File: src/rtl/bit16_div.sv
// bit16_div: sequential 16-bit restoring divider, one quotient bit per clock.
// Define BIT16_DIV_SIGNED_EN for two's-complement operands (truncating division).
module bit16_div (
    input  logic        clk,
    input  logic        arst,
    input  logic        srst,
    input  logic [15:0] opa,
    input  logic [15:0] opb,
    input  logic        op_ld,
    output logic [15:0] quot,
    output logic [15:0] rem,
    output logic        div_busy,
    output logic        div_done,
    output logic        div_zero
);

    logic [15:0] r_acc;
    logic [15:0] r_q;
    logic [15:0] r_div;
    logic [3:0]  r_cnt;
    logic        r_busy;
    logic        r_done;
    logic        r_zero;
    logic [15:0] r_quot;
    logic [15:0] r_rem;

    logic [16:0] w_t;
    logic        w_neg;
    logic [15:0] w_acc_nx;
    logic [15:0] w_q_nx;
    logic [15:0] w_opa_core;
    logic [15:0] w_opb_core;
    logic [15:0] w_quot_fin;
    logic [15:0] w_rem_fin;

    // Trial subtraction; bit 16 of the difference is the borrow, so the
    // partial remainder itself never needs a stored 17th bit.
    always_comb begin
        w_t      = {r_acc, r_q[15]} - {1'b0, r_div};
        w_neg    = w_t[16];
        w_acc_nx = w_neg ? {r_acc[14:0], r_q[15]} : w_t[15:0];
        w_q_nx   = {r_q[14:0], ~w_neg};
    end

`ifdef BIT16_DIV_SIGNED_EN
    logic r_sgn_q;
    logic r_sgn_r;

    function automatic logic [15:0] f_mag(input logic signed [15:0] v);
        logic signed [15:0] n;
        n = -v;
        return v[15] ? $unsigned(n) : $unsigned(v);
    endfunction

    function automatic logic [15:0] f_neg(input logic [15:0] v);
        return 16'd0 - v;
    endfunction

    // Zero divisor: magnitude core gives all-ones; force it so the quotient
    // is not negated. Remainder re-signed with the dividend equals opa.
    always_comb begin
        w_opa_core = f_mag($signed(opa));
        w_opb_core = f_mag($signed(opb));
        w_quot_fin = r_zero  ? 16'hFFFF :
                     r_sgn_q ? f_neg(w_q_nx) : w_q_nx;
        w_rem_fin  = r_sgn_r ? f_neg(w_acc_nx) : w_acc_nx;
    end

    always_ff @(posedge clk or posedge arst) begin
        if (arst) begin
            r_sgn_q <= 1'b0;
            r_sgn_r <= 1'b0;
        end else if (srst) begin
            r_sgn_q <= 1'b0;
            r_sgn_r <= 1'b0;
        end else if (op_ld) begin
            r_sgn_q <= opa[15] ^ opb[15];
            r_sgn_r <= opa[15];
        end
    end
`else
    always_comb begin
        w_opa_core = opa;
        w_opb_core = opb;
        w_quot_fin = w_q_nx;
        w_rem_fin  = w_acc_nx;
    end
`endif

    always_ff @(posedge clk or posedge arst) begin
        if (arst) begin
            r_acc  <= '0;
            r_q    <= '0;
            r_div  <= '0;
            r_cnt  <= '0;
            r_busy <= 1'b0;
            r_done <= 1'b0;
            r_zero <= 1'b0;
            r_quot <= '0;
            r_rem  <= '0;
        end else if (srst) begin
            r_acc  <= '0;
            r_q    <= '0;
            r_div  <= '0;
            r_cnt  <= '0;
            r_busy <= 1'b0;
            r_done <= 1'b0;
            r_zero <= 1'b0;
            r_quot <= '0;
            r_rem  <= '0;
        end else begin
            r_done <= 1'b0;
            if (op_ld) begin
                r_div  <= w_opb_core;
                r_q    <= w_opa_core;
                r_acc  <= '0;
                r_cnt  <= '0;
                r_busy <= 1'b1;
                r_zero <= (opb == 16'd0);
            end else if (r_busy) begin
                r_acc <= w_acc_nx;
                r_q   <= w_q_nx;
                r_cnt <= r_cnt + 4'd1;
                if (r_cnt == 4'd15) begin
                    r_busy <= 1'b0;
                    r_done <= 1'b1;
                    r_quot <= w_quot_fin;
                    r_rem  <= w_rem_fin;
                end
            end
        end
    end

    assign quot     = r_quot;
    assign rem      = r_rem;
    assign div_busy = r_busy;
    assign div_done = r_done;
    assign div_zero = r_zero;

endmodule

File: config.mk
export PLATFORM = sky130hd
export DESIGN_NAME = bit16_div
export DESIGN_NICKNAME = d
export VERILOG_FILES = /design/src/rtl/bit16_div.sv
export SDC_FILE = /design/constraint.sdc
export NUM_CORES = 1
export LEC_CHECK = 0
export BUFFER_PORTS_ARGS = -buffer_cell sky130_fd_sc_hd__clkbuf_2
export CAP_MARGIN = 5
export CELL_PAD_IN_SITES_DETAIL_PLACEMENT = 1
export CELL_PAD_IN_SITES_GLOBAL_PLACEMENT = 1
export CORE_MARGIN = 2
export CORE_UTILIZATION = 28
export CTS_CLUSTER_DIAMETER = 30
export DETAILED_ROUTE_END_ITERATION = 12
export GPL_ROUTABILITY_DRIVEN = 0
export PLACE_DENSITY = 0.66
export SLEW_MARGIN = 30
export SYNTH_ARGS = -nofsm -noshare
export SYNTH_HDL_FRONTEND = slang
export SYNTH_SLANG_ARGS = --single-unit
File: constraint.sdc
create_clock -name clk -period 2.61 [get_ports clk]
set_clock_uncertainty 0.2 [all_clocks]
set_input_delay 0 -clock clk [delete_from_list [all_inputs] [get_ports clk]]
set_output_delay 0 -clock clk [all_outputs]
set_load 0.03 [all_outputs]
==> results.sh <==
export IMPL_slew_headroom=0.543
export IMPL_status="complete, but fails checks"
export IMPL_fin_ws_ns=-0.141
export IMPL_synth_top_area_share=0.454
export IMPL_finalHoldViolCount=0
export IMPL_yosys_top_cells_count="dfrtp_1 (87), nor2_1 (67), mux2i_1 (48), a21oi_1 (46), o21ai_0 (33)"
export IMPL_post_route_period_util=1.05
export IMPL_period_minus_slack_ns=2.75
export IMPL_startpoint_type="flip-flop"
export IMPL_violations="negative setup slack"
export IMPL_ys_warn_count=0
export IMPL_overflow=0
export IMPL_clock_root_buffer="clkbuf_16"
export IMPL_syn_avg_cell_area_sq_um=9.45
export IMPL_synth_area_leaders="dfrtp_1 (45%), mux2i_1 (10%), nor2_1 (5.2%)"
export IMPL_p_leak_nw=3.23
export IMPL_final_setup_viol_count=33
export IMPL_routed_wl_mm=15.0
export IMPL_die_y_um=135
export IMPL_synth_distinct_cells=52
export IMPL_slowest_stage="dfrtp_1"
export IMPL_diodes=0
export IMPL_numCtsBuffers=9
export IMPL_min_delay_path_class="input port to asynchronous set/reset pin"
export IMPL_clock_sinks=87
export IMPL_synth_top_flop_cell="dfrtp_1"
export IMPL_fmax_mhz=364
export IMPL_rsz0062_at_grt="yes"
export IMPL_syn_nets=562
export IMPL_design_die_area_sq_mm=0.0182
export IMPL_fp_coreArea_sq_mm=0.0166
export IMPL_ant_nets=0
export IMPL_rows=47
export IMPL_start_util=0.288
export IMPL_endpoint_kind="flip-flop"
export IMPL_max_slew_worst_pin_slew_ns=0.679
export IMPL_synth_top_family_by_area="compound AO/OA/AOI/OAI gates"
export IMPL_cap_violations=0
export IMPL_fp_dieW_um=135
export IMPL_critPathMaxStageDelay_ns=0.35
export IMPL_synthCells=508
export IMPL_drc=0
export IMPL_synth_mux_area_frac=0.100
export IMPL_hpwl_mm=10.4
export IMPL_synthAdderAreaFrac=0.0485
export IMPL_area_growth_pct=40.3
export IMPL_cts_max_path_buffers=2
export IMPL_synth_seq_cells=87
export IMPL_yosysTopAreaCell="dfrtp_1"
export IMPL_synth_xor_area_frac=0.0183
export IMPL_crit_top_cell="a21o_1"
export IMPL_synthArstFlopShare=1.00
export IMPL_ir_drop_mv=0.361
export IMPL_grt_pass1_vias=4614
export IMPL_total_power_mw=3.78
export IMPL_grt_use_total=0.170
export IMPL_vias=4397
export IMPL_maxSlewViolCount=0
export IMPL_synth_edf_count=0
export IMPL_r2r_start="r_q[15]"
export IMPL_grt_pass1_wl_mm=24.3
export IMPL_powerDensity_mw_per_mm2=562
export IMPL_startpoint="r_q[15]"
export IMPL_yosysSeqAreaShare=0.454
export IMPL_worstPathRequired_ns=2.62
export IMPL_synth_compound_area_share=0.197
export IMPL_path_cells="inv_1, ha_2, fa_2, nand2b_4, a21o_1, a21o_1, a211oi_4, buf_4, buf_12, mux2i_4, a21oi_2"
export IMPL_first_iter_violations=222
export IMPL_arrival_ns=2.76
export IMPL_path_clk_slew_ns=0.07
export IMPL_crit_fanout=7
export IMPL_cts_tree="built"
export IMPL_drive_above_1_share=0.249
export IMPL_io_pins=71
export IMPL_port_buffers=70
export IMPL_syn_area_sq_mm=0.00480
export IMPL_insertion_delay_ns=0.35
export IMPL_antenna_found_initial=0
export IMPL_grt_max_degree=57
export IMPL_synth_simple_area_share=0.131
export IMPL_via_per_inst=4.94
export IMPL_first_pass_iters=4
export IMPL_nNetsFinal=719
export IMPL_final_util=0.405
export IMPL_htreeDepth=3
export IMPL_wl_per_cell_um=16.9
export IMPL_worst_setup_path_type="flip-flop to flip-flop"
export IMPL_synth_most_common_cell="dfrtp_1"
[sequential cells by signal (all words and copies together) (netlist names)]
signal and count:
r_q 16, rem 16, div_zero 1, div_busy 1, quot 16, r_div 16
r_cnt 4, div_done 1, r_acc 16
[metrics by stage]
step           instance area [sq um]  instances  hold slack, ns  setup TNS [ns]  setup slack (ns)
2_1_floorplan                   4810        508         -0.0554           -3.10            -0.189
3_3_place_gp                    5590        802          -0.139          -0.665           -0.0487
3_5_place_dp                    5590        802          -0.112           -3.23            -0.170
4_1_cts                         6630        887          0.0726          -0.830           -0.0556
5_1_grt                         6730        890          0.0907           -6.74            -0.250
6_report                        6730        890          0.0469           -3.01            -0.141
[repair_timing]
action                                  in CTS  in global routing
hold endpoints to repair                    88                  0
gates resized for setup                     18                 15
pin swaps                                    6                  4
gates cloned                                 1                  0
endpoints found under the setup margin      31                 34
hold buffers                                61                  0
setup buffers                                7                  3
[metal layers]
layer | global-route usage | vias up | part of all wire
li1 | - | 2117 | -
met1 | 0.217 | 2212 | 0.46
met2 | 0.294 | 57 | 0.50
met3 | 0.0443 | 11 | 0.030
met4 | 0.0327 | 0 | 0.0088
met5 | 0 | - | 0
[worst max-delay path: cells and delay by family (launching register included)]
kind	cells	cell delay (ns)
AO/OA/AOI/OAI	4	0.73
adder cells (fa/ha/maj)	2	0.52
buffers and inverters	3	0.36
flip-flops	1	0.35
multiplexers	1	0.28
AND/OR/NAND/NOR	1	0.15
[logic make-up after synthesis]
logic type	Yosys count
AOI/OAI and AO/OA	147
and+or+nand+nor	139
DFF	87
buffers and inverters	59
muxes	48
adders and majority gates	18
xor gates and xnor gates	10
[worst paths after layout]
| kind | to | depth (start not counted) | slack, ns |
|---|---|---|---|
| worst max-delay path | r_acc[5] | 11 | -0.14 |
| worst min-delay path | r_q[15] | 3 | 0.05 |
| worst max register to register | r_acc[5] | 11 | -0.14 |
| worst min register to register | rem[2] | 2 | 0.29 |
| max in group asynchronous | r_div[7] | 4 | 1.46 |
| min in group clk | r_q[0] | 3 | 0.27 |
[final cells by class]
cell class / count / area (sq um)
clock buffer: 10 / 229
clock inverter: 6 / 52.6
tap: 220 / 275
multi-input combinational: 362 / 2530
inverter: 27 / 103
fill: 1905 / 9910
timing repair buffer: 178 / 1370
sequential: 87 / 2180
[layout by cell type (no fill, tap or decap), types with 4 or more instances in the layout]
cell type / Yosys / routed
o21ai_1: 10 / 14
a22o_1: 15 / 15
xnor2_1: 8 / 8
buf_4: 3 / 42
a21oi_1: 46 / 45
o21ai_2: 1 / 4
a21o_1: 5 / 5
inv_1: 26 / 25
nor4_1: 5 / 5
mux2i_2: 0 / 4
nand3_1: 6 / 6
mux2i_4: 0 / 7
nor2_1: 67 / 66
dlygate4sd3_1: 0 / 61
nand4_1: 8 / 8
nand2_1: 29 / 29
dfrtp_1: 87 / 86
mux2i_1: 48 / 37
nand2b_1: 6 / 5
clkbuf_2: 0 / 70
a211oi_1: 7 / 5
o211ai_1: 6 / 6
clkbuf_16: 0 / 9
o21a_1: 4 / 4
ha_1: 17 / 14
o21ai_0: 33 / 26
[power breakdown]
part	switching, mW	internal [mW]
Sequential	0.0388	1.39
Clock	0.588	0.661
Combinational	0.559	0.548
(Power assumes the default switching activity.)
